## config.mk

```make
export PLATFORM = sky130hd
export DESIGN_NAME = sym_packer_2to8
export DESIGN_NICKNAME = d
export VERILOG_FILES = /design/src/rtl/sym_packer_pkg.sv /design/src/rtl/sym_packer_2to8_sync_fifo2.sv /design/src/rtl/sym_packer_2to8.sv
export SDC_FILE = /design/constraint.sdc
export NUM_CORES = 1
export LEC_CHECK = 0
export BUFFER_PORTS_ARGS = -buffer_cell sky130_fd_sc_hd__buf_2
export CAP_MARGIN = 40
export CORE_AREA = 2 2 56 71
export DETAILED_ROUTE_END_ITERATION = 16
export DIE_AREA = 0 0 58 73
export PLACE_DENSITY_LB_ADDON = 0.12
export SYNTH_ARGS = -nofsm -noshare
export SYNTH_HDL_FRONTEND = slang
export SYNTH_SLANG_ARGS = --single-unit
```

## constraint.sdc

```tcl
create_clock -name clk -period 2.8 [get_ports clk]
set_clock_uncertainty 0.15 [all_clocks]
set_input_delay 0.42 -clock clk [delete_from_list [all_inputs] [get_ports clk]]
set_output_delay 0.42 -clock clk [all_outputs]
set_load 0.02 [all_outputs]
```

## src/rtl/sym_packer_pkg.sv

```systemverilog
// sym_packer_pkg: shared widths, types and state encoding for the 2-bit to
// 8-bit symbol packer. Optional build macro: SYM_PACKER_PARITY_EN adds a
// parity bit to every buffered word.
package sym_packer_pkg;

    localparam int SYM_W         = 2;
    localparam int SYMS_PER_WORD = 4;
    localparam int WORD_W        = SYM_W * SYMS_PER_WORD;
    localparam int FIFO_DEPTH    = 2;
    localparam int SYMS_W        = 3;

`ifdef SYM_PACKER_PARITY_EN
    localparam int PAR_W = 1;
`else
    localparam int PAR_W = 0;
`endif

    // One buffer entry: {parity (optional), symbol count, packed word}
    localparam int ENTRY_W = PAR_W + SYMS_W + WORD_W;

    typedef logic [WORD_W-1:0] word_t;
    typedef logic [2:0]        sym_cnt_t;

    typedef enum logic [1:0] {
        IDLE       = 2'd0,
        FILL       = 2'd1,
        FLUSH_WAIT = 2'd2
    } state_t;

endpackage

```

## src/rtl/sym_packer_2to8_sync_fifo2.sv

```systemverilog
// sync_fifo2: two-entry synchronous FIFO used as the packer's output buffer.
// A push is honoured when there is room or when a pop frees a slot in the
// same cycle; storage itself is not reset, only the pointers and count.
module sync_fifo2 #(
    parameter int WIDTH = 11
) (
    input  logic             clk,
    input  logic             reset,
    input  logic             push,
    input  logic             pop,
    input  logic [WIDTH-1:0] din,
    output logic [WIDTH-1:0] dout,
    output logic             full,
    output logic             empty
);

    logic [WIDTH-1:0] mem [2];
    logic             wr_ptr;
    logic             rd_ptr;
    logic [1:0]       count;
    logic             push_ok;
    logic             pop_ok;

    assign full    = (count == 2'd2);
    assign empty   = (count == 2'd0);
    assign push_ok = push && (!full || pop);
    assign pop_ok  = pop && !empty;
    assign dout    = mem[rd_ptr];

    // Entry storage: written on an accepted push, never reset
    always_ff @(posedge clk) begin
        if (push_ok) begin
            mem[wr_ptr] <= din;
        end
    end

    // Pointer and occupancy bookkeeping
    always_ff @(posedge clk) begin
        if (reset) begin
            wr_ptr <= 1'b0;
            rd_ptr <= 1'b0;
            count  <= 2'd0;
        end else begin
            if (push_ok) begin
                wr_ptr <= ~wr_ptr;
            end
            if (pop_ok) begin
                rd_ptr <= ~rd_ptr;
            end
            count <= count + {1'b0, push_ok} - {1'b0, pop_ok};
        end
    end

endmodule

```

## src/rtl/sym_packer_2to8.sv

```systemverilog
// sym_packer_2to8: packs four 2-bit symbols LSB-first into 8-bit words and
// hands them out through a 2-entry buffer. flush closes a partial word with
// zero padding. Optional build macro: SYM_PACKER_PARITY_EN adds out_parity.
module sym_packer_2to8
    import sym_packer_pkg::*;
(
    input  logic              clk,
    input  logic              reset,
    input  logic              in_valid,
    input  logic [SYM_W-1:0]  in_data,
    output logic              in_ready,
    input  logic              flush,
    output logic              out_valid,
    output logic [WORD_W-1:0] out_data,
    output logic [2:0]        out_syms,
    input  logic              out_ready
`ifdef SYM_PACKER_PARITY_EN
    ,
    output logic              out_parity
`endif
);

    state_t               state;
    state_t               state_n;
    sym_cnt_t             cnt;
    sym_cnt_t             cnt_n;
    sym_cnt_t             cnt_pk;
    word_t                acc;
    word_t                acc_n;
    word_t                acc_pk;
    logic                 accept;
    logic                 push;
    logic                 pop;
    logic                 full;
    logic                 empty;
    word_t                push_word;
    sym_cnt_t             push_syms;
    logic [ENTRY_W-1:0]   din;
    logic [ENTRY_W-1:0]   dout;

    // in_ready depends only on registered state, never on out_ready or flush
    assign in_ready  = (state != FLUSH_WAIT) && ((cnt != 3'd3) || !full);
    assign accept    = in_valid && in_ready;
    assign pop       = !empty && out_ready;
    assign out_valid = !empty;

    // Fold an accepted symbol into the accumulator before any flush decision
    always_comb begin
        acc_pk = acc;
        cnt_pk = cnt;
        if (accept) begin
            acc_pk = acc | (word_t'(in_data) << {cnt[1:0], 1'b0});
            cnt_pk = cnt + 3'd1;
        end
    end

    // Decide whether a word leaves this cycle and where the FSM goes next
    always_comb begin
        state_n   = state;
        cnt_n     = cnt_pk;
        acc_n     = acc_pk;
        push      = 1'b0;
        push_word = acc_pk;
        push_syms = cnt_pk;
        if (state == FLUSH_WAIT) begin
            if (!full) begin
                push    = 1'b1;
                cnt_n   = 3'd0;
                acc_n   = '0;
                state_n = IDLE;
            end
        end else if (cnt_pk == 3'd4) begin
            push    = 1'b1;
            cnt_n   = 3'd0;
            acc_n   = '0;
            state_n = IDLE;
        end else if (flush && (cnt_pk != 3'd0)) begin
            if (!full) begin
                push    = 1'b1;
                cnt_n   = 3'd0;
                acc_n   = '0;
                state_n = IDLE;
            end else begin
                state_n = FLUSH_WAIT;
            end
        end else begin
            state_n = (cnt_pk == 3'd0) ? IDLE : FILL;
        end
    end

    // Packer state registers
    always_ff @(posedge clk) begin
        if (reset) begin
            state <= IDLE;
            cnt   <= 3'd0;
            acc   <= '0;
        end else begin
            state <= state_n;
            cnt   <= cnt_n;
            acc   <= acc_n;
        end
    end

`ifdef SYM_PACKER_PARITY_EN
    assign din        = {^push_word, push_syms, push_word};
    assign out_parity = empty ? 1'b0 : dout[ENTRY_W-1];
`else
    assign din        = {push_syms, push_word};
`endif

    assign out_data = empty ? '0 : dout[WORD_W-1:0];
    assign out_syms = empty ? 3'd0 : dout[WORD_W +: SYMS_W];

    sync_fifo2 #(
        .WIDTH (ENTRY_W)
    ) u_buf (
        .clk   (clk),
        .reset (reset),
        .push  (push),
        .pop   (pop),
        .din   (din),
        .dout  (dout),
        .full  (full),
        .empty (empty)
    );

endmodule

```

Word level (Yosys, flattened, before mapping)
Memories as Yosys holds them, arrays and structs flattened. A register that Yosys moved wholly into a read port is not among the register bits.
Index checks and enable logic that the tools add are counted.
Operators by class
  shifts and indexed selects: 1
  bitwise logic cells: 3
  add/sub/neg operators: 3
  reduce and logical (&&, ||, !) cells: 13
  equality and inequality tests: 6
  muxes and demuxes: 26
Operators by type and width (number)
  $mux W8: 6
  $mux W3: 6
  $mux W2: 5
  $mux W1: 9
  $or A8 B8 Y8: 1
  $shl A2 B3 Y8: 1
  $logic_and A1 B1 Y1: 6
  $eq A2 B2 Y1 const B: 2
  $ne A2 B2 Y1 const B: 2
  $add A3 B1 Y3 const B: 1
  $eq A3 B3 Y1 const B: 1
  $logic_not A3 Y1: 1
  $ne A3 B2 Y1 const B: 1
  $reduce_bool A3 Y1: 1
  $add A2 B1 Y2: 1
  $logic_not A1 Y1: 2
  $logic_not A2 Y1: 1
  $logic_or A1 B1 Y1: 2
  $not A1 Y1: 2
  $sub A2 B1 Y2: 1
Word-level totals
  output and inout bits: 13
  memory bits (writable): 22
  word-level logic and storage cells: 59
  input port bits: 7
  memories: 1
  bits in registers: 17
Memory list
  u_buf.mem: depth 2, bits a word 11, read ports 1, clocked after Yosys merged registers in 1, wr ports 1, RTL line sym_packer_2to8_sync_fifo2.sv:17  | logic [WIDTH-1:0] mem [2];

Depth between registers and ports, before layout
  depth after elaboration: 14
  mapped depth: 8
  depth with buffers taken out: 7

Cells and area by module
A second synthesis with hierarchy kept.
Unflattened totals
  cell total of the unflattened synthesis: 167
  area, all modules: 1935.6 um2
Modules (own cells, without submodules)
  sync_fifo2: area each 1039.7 um2, times used 1, cells each 61, sequential area each 760.7 um2
  sym_packer_2to8: area each 895.9 um2, times used 1, cells each 106, sequential area each 260.2 um2

Worst setup path before layout
OpenSTA, ideal clock, no wires.
  path type: register -> register
  start point: reg cnt[1]
  end point: mem u_buf.mem[1][0] (enable)
  setup time: 0.378 ns
  arrival time: 2.013 ns
  cell stages (with the launch flop): 8
  buffers on the path: 0
  required time: 2.272 ns
  period minus slack after synthesis: 2.541 ns
  path slack: 0.259 ns
  cells stage by stage: dfxtp_1 -> ha_1 -> ha_1 -> and3b_4 -> nor3_4 -> mux2i_1 -> o32ai_2 -> nor2_1
On the way
  word-level cells in the longest chain between the ends: 13
  elaborated cells between the ends (all ways): 15
  classes of those cells: 1 x add/sub; 2 x eq/ne; 6 x mux; 6 x reduce/logical
RTL lines
  start, declared: RTL line sym_packer_2to8.sv:25  | sym_cnt_t cnt;
  start signal, assigned: RTL line sym_packer_2to8.sv:99  | cnt <= cnt_n;
  branches (longest 4 deep; another with $add A3 B1 Y3)
  $mux W3 (*): RTL line sym_packer_2to8.sv:51  | if (accept) begin
  $reduce_bool A3 Y1: RTL line sym_packer_2to8.sv:77  | end else if (flush && (cnt_pk != 3'd0)) begin
  $logic_and A1 B1 Y1: RTL line sym_packer_2to8.sv:77
  $mux W1: RTL line sym_packer_2to8.sv:77
  $mux W1 (*): RTL line sym_packer_2to8.sv:72  | end else if (cnt_pk == 3'd4) begin
  $mux W1 (*): RTL line sym_packer_2to8.sv:65  | if (state == FLUSH_WAIT) begin
  $logic_and A1 B1 Y1 (*): RTL line sym_packer_2to8_sync_fifo2.sv:26  | assign push_ok = push && (!full || pop);
  $mux W1 (*): RTL line sym_packer_2to8_sync_fifo2.sv:32  | if (push_ok) begin
  $mux W1 (implied by the code) (*): RTL line sym_packer_2to8_sync_fifo2.sv:33  | mem[wr_ptr] <= din;
  end, declared: RTL line sym_packer_2to8_sync_fifo2.sv:17
Every way passes the cells marked *.

Final worst setup path
  start point: reg cnt[0]
  end point: mem u_buf.mem[1][3] (enable)
Same word-level chain as after synthesis.

==> flow_results.org <==
** GRT
- Global routing used roughly 18% of the available tracks.
- The via count of the first global-routing pass came to ~1300.
- The first global-routing pass estimated 5860 µm of wire.
- The number of antenna violations at the first check in global routing was 0.
- Entering global routing, the biggest net connects 14 pins.
- Summed over all layers, the global routing overflow is 0.

** Detailed routing
- Via Count :: 1277
- Count of routing violations after the opening detailed-route iteration :: 41
- Dividing the detail-routed via count by the number of cells gives around 5.7.
- Drt wl/cell :: 15.2 µm
- Post-detailed-route DRC marker count :: 0
- The detail route stage leaves a number of antenna-violating nets equal to 0.
- Total Wirelength :: 3430 µm
- Drt first pass iters :: 5

** Timing
- Highest Clock Rate :: 402 MHz
- Slew headroom :: 57.6%
- Setup violations remaining at the end of the flow were counted as 0.
- Max-slew violations :: 0
- Setup repair after global routing left no endpoint under its margin.
- In the final timing run, aggregate negative setup slack is 0 ns.
- Number of hold violations in the final report :: 0
- Worst Tran Pin Value :: 0.635 ns
- For the finished layout, the period the worst path requires is 2.48 ns.
- Final period utilization :: 88.7%

** Floorplanning
- The core region is 0.00363 mm².
- Count of pins on the block boundary :: 20
- The floorplan has 25 rows.
- The floorplan step set the die width to 58 µm.
- DIE AREA :: 0.00423 mm²
- The die is about 73 µm tall.
- Initial Util :: 51.7%

** Worst setup path
- The critical path goes through ha_1 -> ha_1 -> and3b_4 -> nor3_4 -> nor2_1 -> o32ai_2 -> nor2_1 -> buf_4.
- STA classifies the critical path startpoint as a flop.
- The critical path starts at cnt[0].
- In this run the critical register-to-register path is launched from cnt[0].
- Of all nets on the critical path, the largest fanout is 11.
- Worst reg-to-reg path cell count :: 8
- For this run, the slowest stage of the critical path takes 0.42 ns.
- Setup CP Type :: reg2reg
- For the worst setup path, the data required time is 2.68 ns.
- CP max-delay cell :: sky130_fd_sc_hd__o32ai_2
- The worst setup path is captured at a flop.
- Data arrival time of the critical path :: 2.36 ns

** Clocking
- Maximum count of clock buffers along a single path :: 2
- H-tree depth :: 2
- Cts bufs inserted :: 5
- Clock-pin slew was measured on the worst setup and hold paths at 0.07 ns.
- # clock sinks :: 40
- TritonCTS clock tree :: yes
- At the later pin of the worst-skew pair, clock insertion delay measures 0.28 ns.
- Post-CTS Repair Setup Buffers :: 0
- After clock tree synthesis, the flow added hold-fix buffers numbering 0.
- In this run, post-CTS repair resized a total of 0 instances.
- The cell sitting at the root of the clock tree is a sky130_fd_sc_hd__clkbuf_8.

** Final layout
- In the final layout, the multi-input gates occupy 786 µm².
- 0 antenna diodes ended up in the layout.
- After the last flow step, the layout net total stands at 195.
- The finished layout holds 226 standard cells, fillers aside.
- Summing all flip-flop and latch instances after layout gives 0.00102 mm².
- Area growth from synthesis to layout :: 11.3%
- Layout cells sized above 1 :: 26.9%
- The layout has between 300 and 400 filler cells.

** Outcome
- Status :: completed

** Pwr
- For this design the total switching power over the nets is 0.607 mW.
- Switching part of the total :: 34.8%
- Registers are responsible for 45.7% of the overall power.
- Clock Power Share :: 20.1%
- Power Density :: 835 mW/mm²
- Worst vdd rail ir drop :: 0.656 mV
- Internal Dissipation :: 1.14 mW
- In this run the static leakage power is 0.815 nW.
- In this run, the combinational gates consume 34.2% of the power.

** Synth
- Yosys printed 0 warnings.
- Nets in the synthesized netlist :: 172
- Cells after Synth :: about 160
- Seq/Total Area, Yosys :: 54.4%
- The synthesized netlist contains 40 unique library cells.
- Netlist area before placement :: 0.00188 mm²
- Each instance of the synthesized netlist takes up on average 11.6 µm².
- Yosys reg bits :: 40

** Min path
- Path class of the lowest-slack min-delay path :: in2reg
- Instance count along the most critical hold path :: 2
- The worst hold path begins at flush.

** Placement
- Counting tap cells, the placed design contains a total of 218 instances.
- After legalization and detailed placement, the total HPWL measured 2590 µm.
- The congestion estimate from routability-driven global placement came to ~0.92.
- Port buffer count :: 19

** Run
- Across the run, the number of max-cap violations was 0.
==> power groups by stage <==
| stage | logic (mW) | clock network (mW) | registers (mW) |
|---|---|---|---|
| floorplan | 0.467 | 0 | 0.768 |
| global placement | 0.589 | 0 | 0.809 |
| detailed placement | 0.604 | 0 | 0.814 |
| CTS | 0.605 | 0.364 | 0.801 |
| global route | 0.655 | 0.392 | 0.810 |
| finish | 0.597 | 0.350 | 0.798 |
==> final timing paths <==
kind                                   endpoint  slack, ns
worst max-delay path            u_buf.mem[1][3]       0.32
worst min-delay path                   state[0]       0.26
worst max register to register  u_buf.mem[1][3]       0.32
worst min register to register     u_buf.rd_ptr       0.37
==> cell type report <==
type / count / share of cell area, %
inverter: 7 / 1.26
timing repair buffer: 23 / 5.99
tap: 40 / 2.40
multi-input combinational: 108 / 37.6
clock inverter: 1 / 0.240
clock buffer: 7 / 3.65
sequential: 40 / 48.9
==> through the flow <==
stage | hold slack [ns] | power [mW] | setup slack [ns] | util [%] | instance area [µm²]
global placement | 0.352 | 1.40 | 0.370 | 55.3 | 2010
detailed placement | 0.359 | 1.42 | 0.313 | 55.3 | 2010
global route | 0.277 | 1.86 | 0.0928 | 57.6 | 2090
floorplan | 0.331 | 1.24 | 0.259 | - | 1880
finish | 0.263 | 1.75 | 0.316 | 57.6 | 2090
CTS | 0.254 | 1.77 | 0.300 | 57.6 | 2090
==> synth_stat cells (all sizes together) <==
library cell  instances  area (µm²)
nor4b                 1        8.76
o31ai                 1        7.51
and2b                 1        7.51
xnor2                 3        26.3
inv                   7        26.3
nand3                 6        30.0
a21oi                 6        30.0
mux2i                12         120
a31o                  6        52.6
edfxtp               22         661
a41o                  2        20.0
o32ai                 1        16.3
a211oi                2        15.0
or2                   1        6.26
o21ai                 1        5.00
dfxtp                18         360
nand2                 1        3.75
nor3                  2        21.3
nand3b                2        15.0
nor2                 25        93.8
o311ai                2        17.5
a21boi                1        7.51
buf                   5        36.3
nand2b                5        31.3
clkbuf                2        7.51
ha                    3        37.5
nor2b                13         104
nor3b                 2        15.0
a2111o                1        11.3
o221ai                1        15.0
or3                   1        6.26
and3b                 1        12.5
mux2                  3        33.8
nand4                 1        6.26
o2111ai               1        8.76
==> worst max-delay path: cells and delay by family (launching register included) <==
family	cells	cell delay (ns)
flip-flops	1	0.40
adder cells (fa/ha/maj)	2	0.45
AND/OR/NAND/NOR	4	0.60
buffers and inverters	1	0.20
AO/OA/AOI/OAI	1	0.42
==> layout by cell type (no fill, tap or decap), drive strengths merged, types with 2 or more instances in the layout <==
| cell type | count |
|---|---|
| nand2b | 5 |
| nor2 | 25 |
| ha | 3 |
| mux2 | 3 |
| mux2i | 12 |
| nand3b | 2 |
| dfxtp | 18 |
| nor2b | 13 |
| nor3 | 2 |
| a211oi | 2 |
| a41o | 2 |
| buf | 23 |
| xnor2 | 3 |
| nand3 | 6 |
| o311ai | 2 |
| clkbuf | 7 |
| inv | 7 |
| a31o | 6 |
| nor3b | 2 |
| edfxtp | 22 |
| a21oi | 6 |
==> logic make-up after synthesis <==
kind of cell	after synthesis	share of synthesized area, %
muxes	15	8.20
DFF	40	54.4
and+or+nand+nor	62	19.3
buffers and inverters	14	3.73
xor gates and xnor gates	3	1.40
AOI/OAI and AO/OA	25	11.0
adders and majority gates	3	2.00
==> per-layer routing <==
metal  global-route usage, %  up-vias  routed length, µm
li1                        -      629                  -
met1                    21.0      603               1390
met2                    33.3       39               1840
met3                    4.43        6                142
met4                    6.72        0                 54
met5                       0        -                  0
==> sequential cells by signal, summed over array words and instances (netlist names), named ones only <==
name / flops
acc: 8
cnt: 3
state: 2
u_buf.count: 2
u_buf.mem: 22
u_buf.rd_ptr: 1
u_buf.wr_ptr: 1
(Power assumes the default switching activity.)
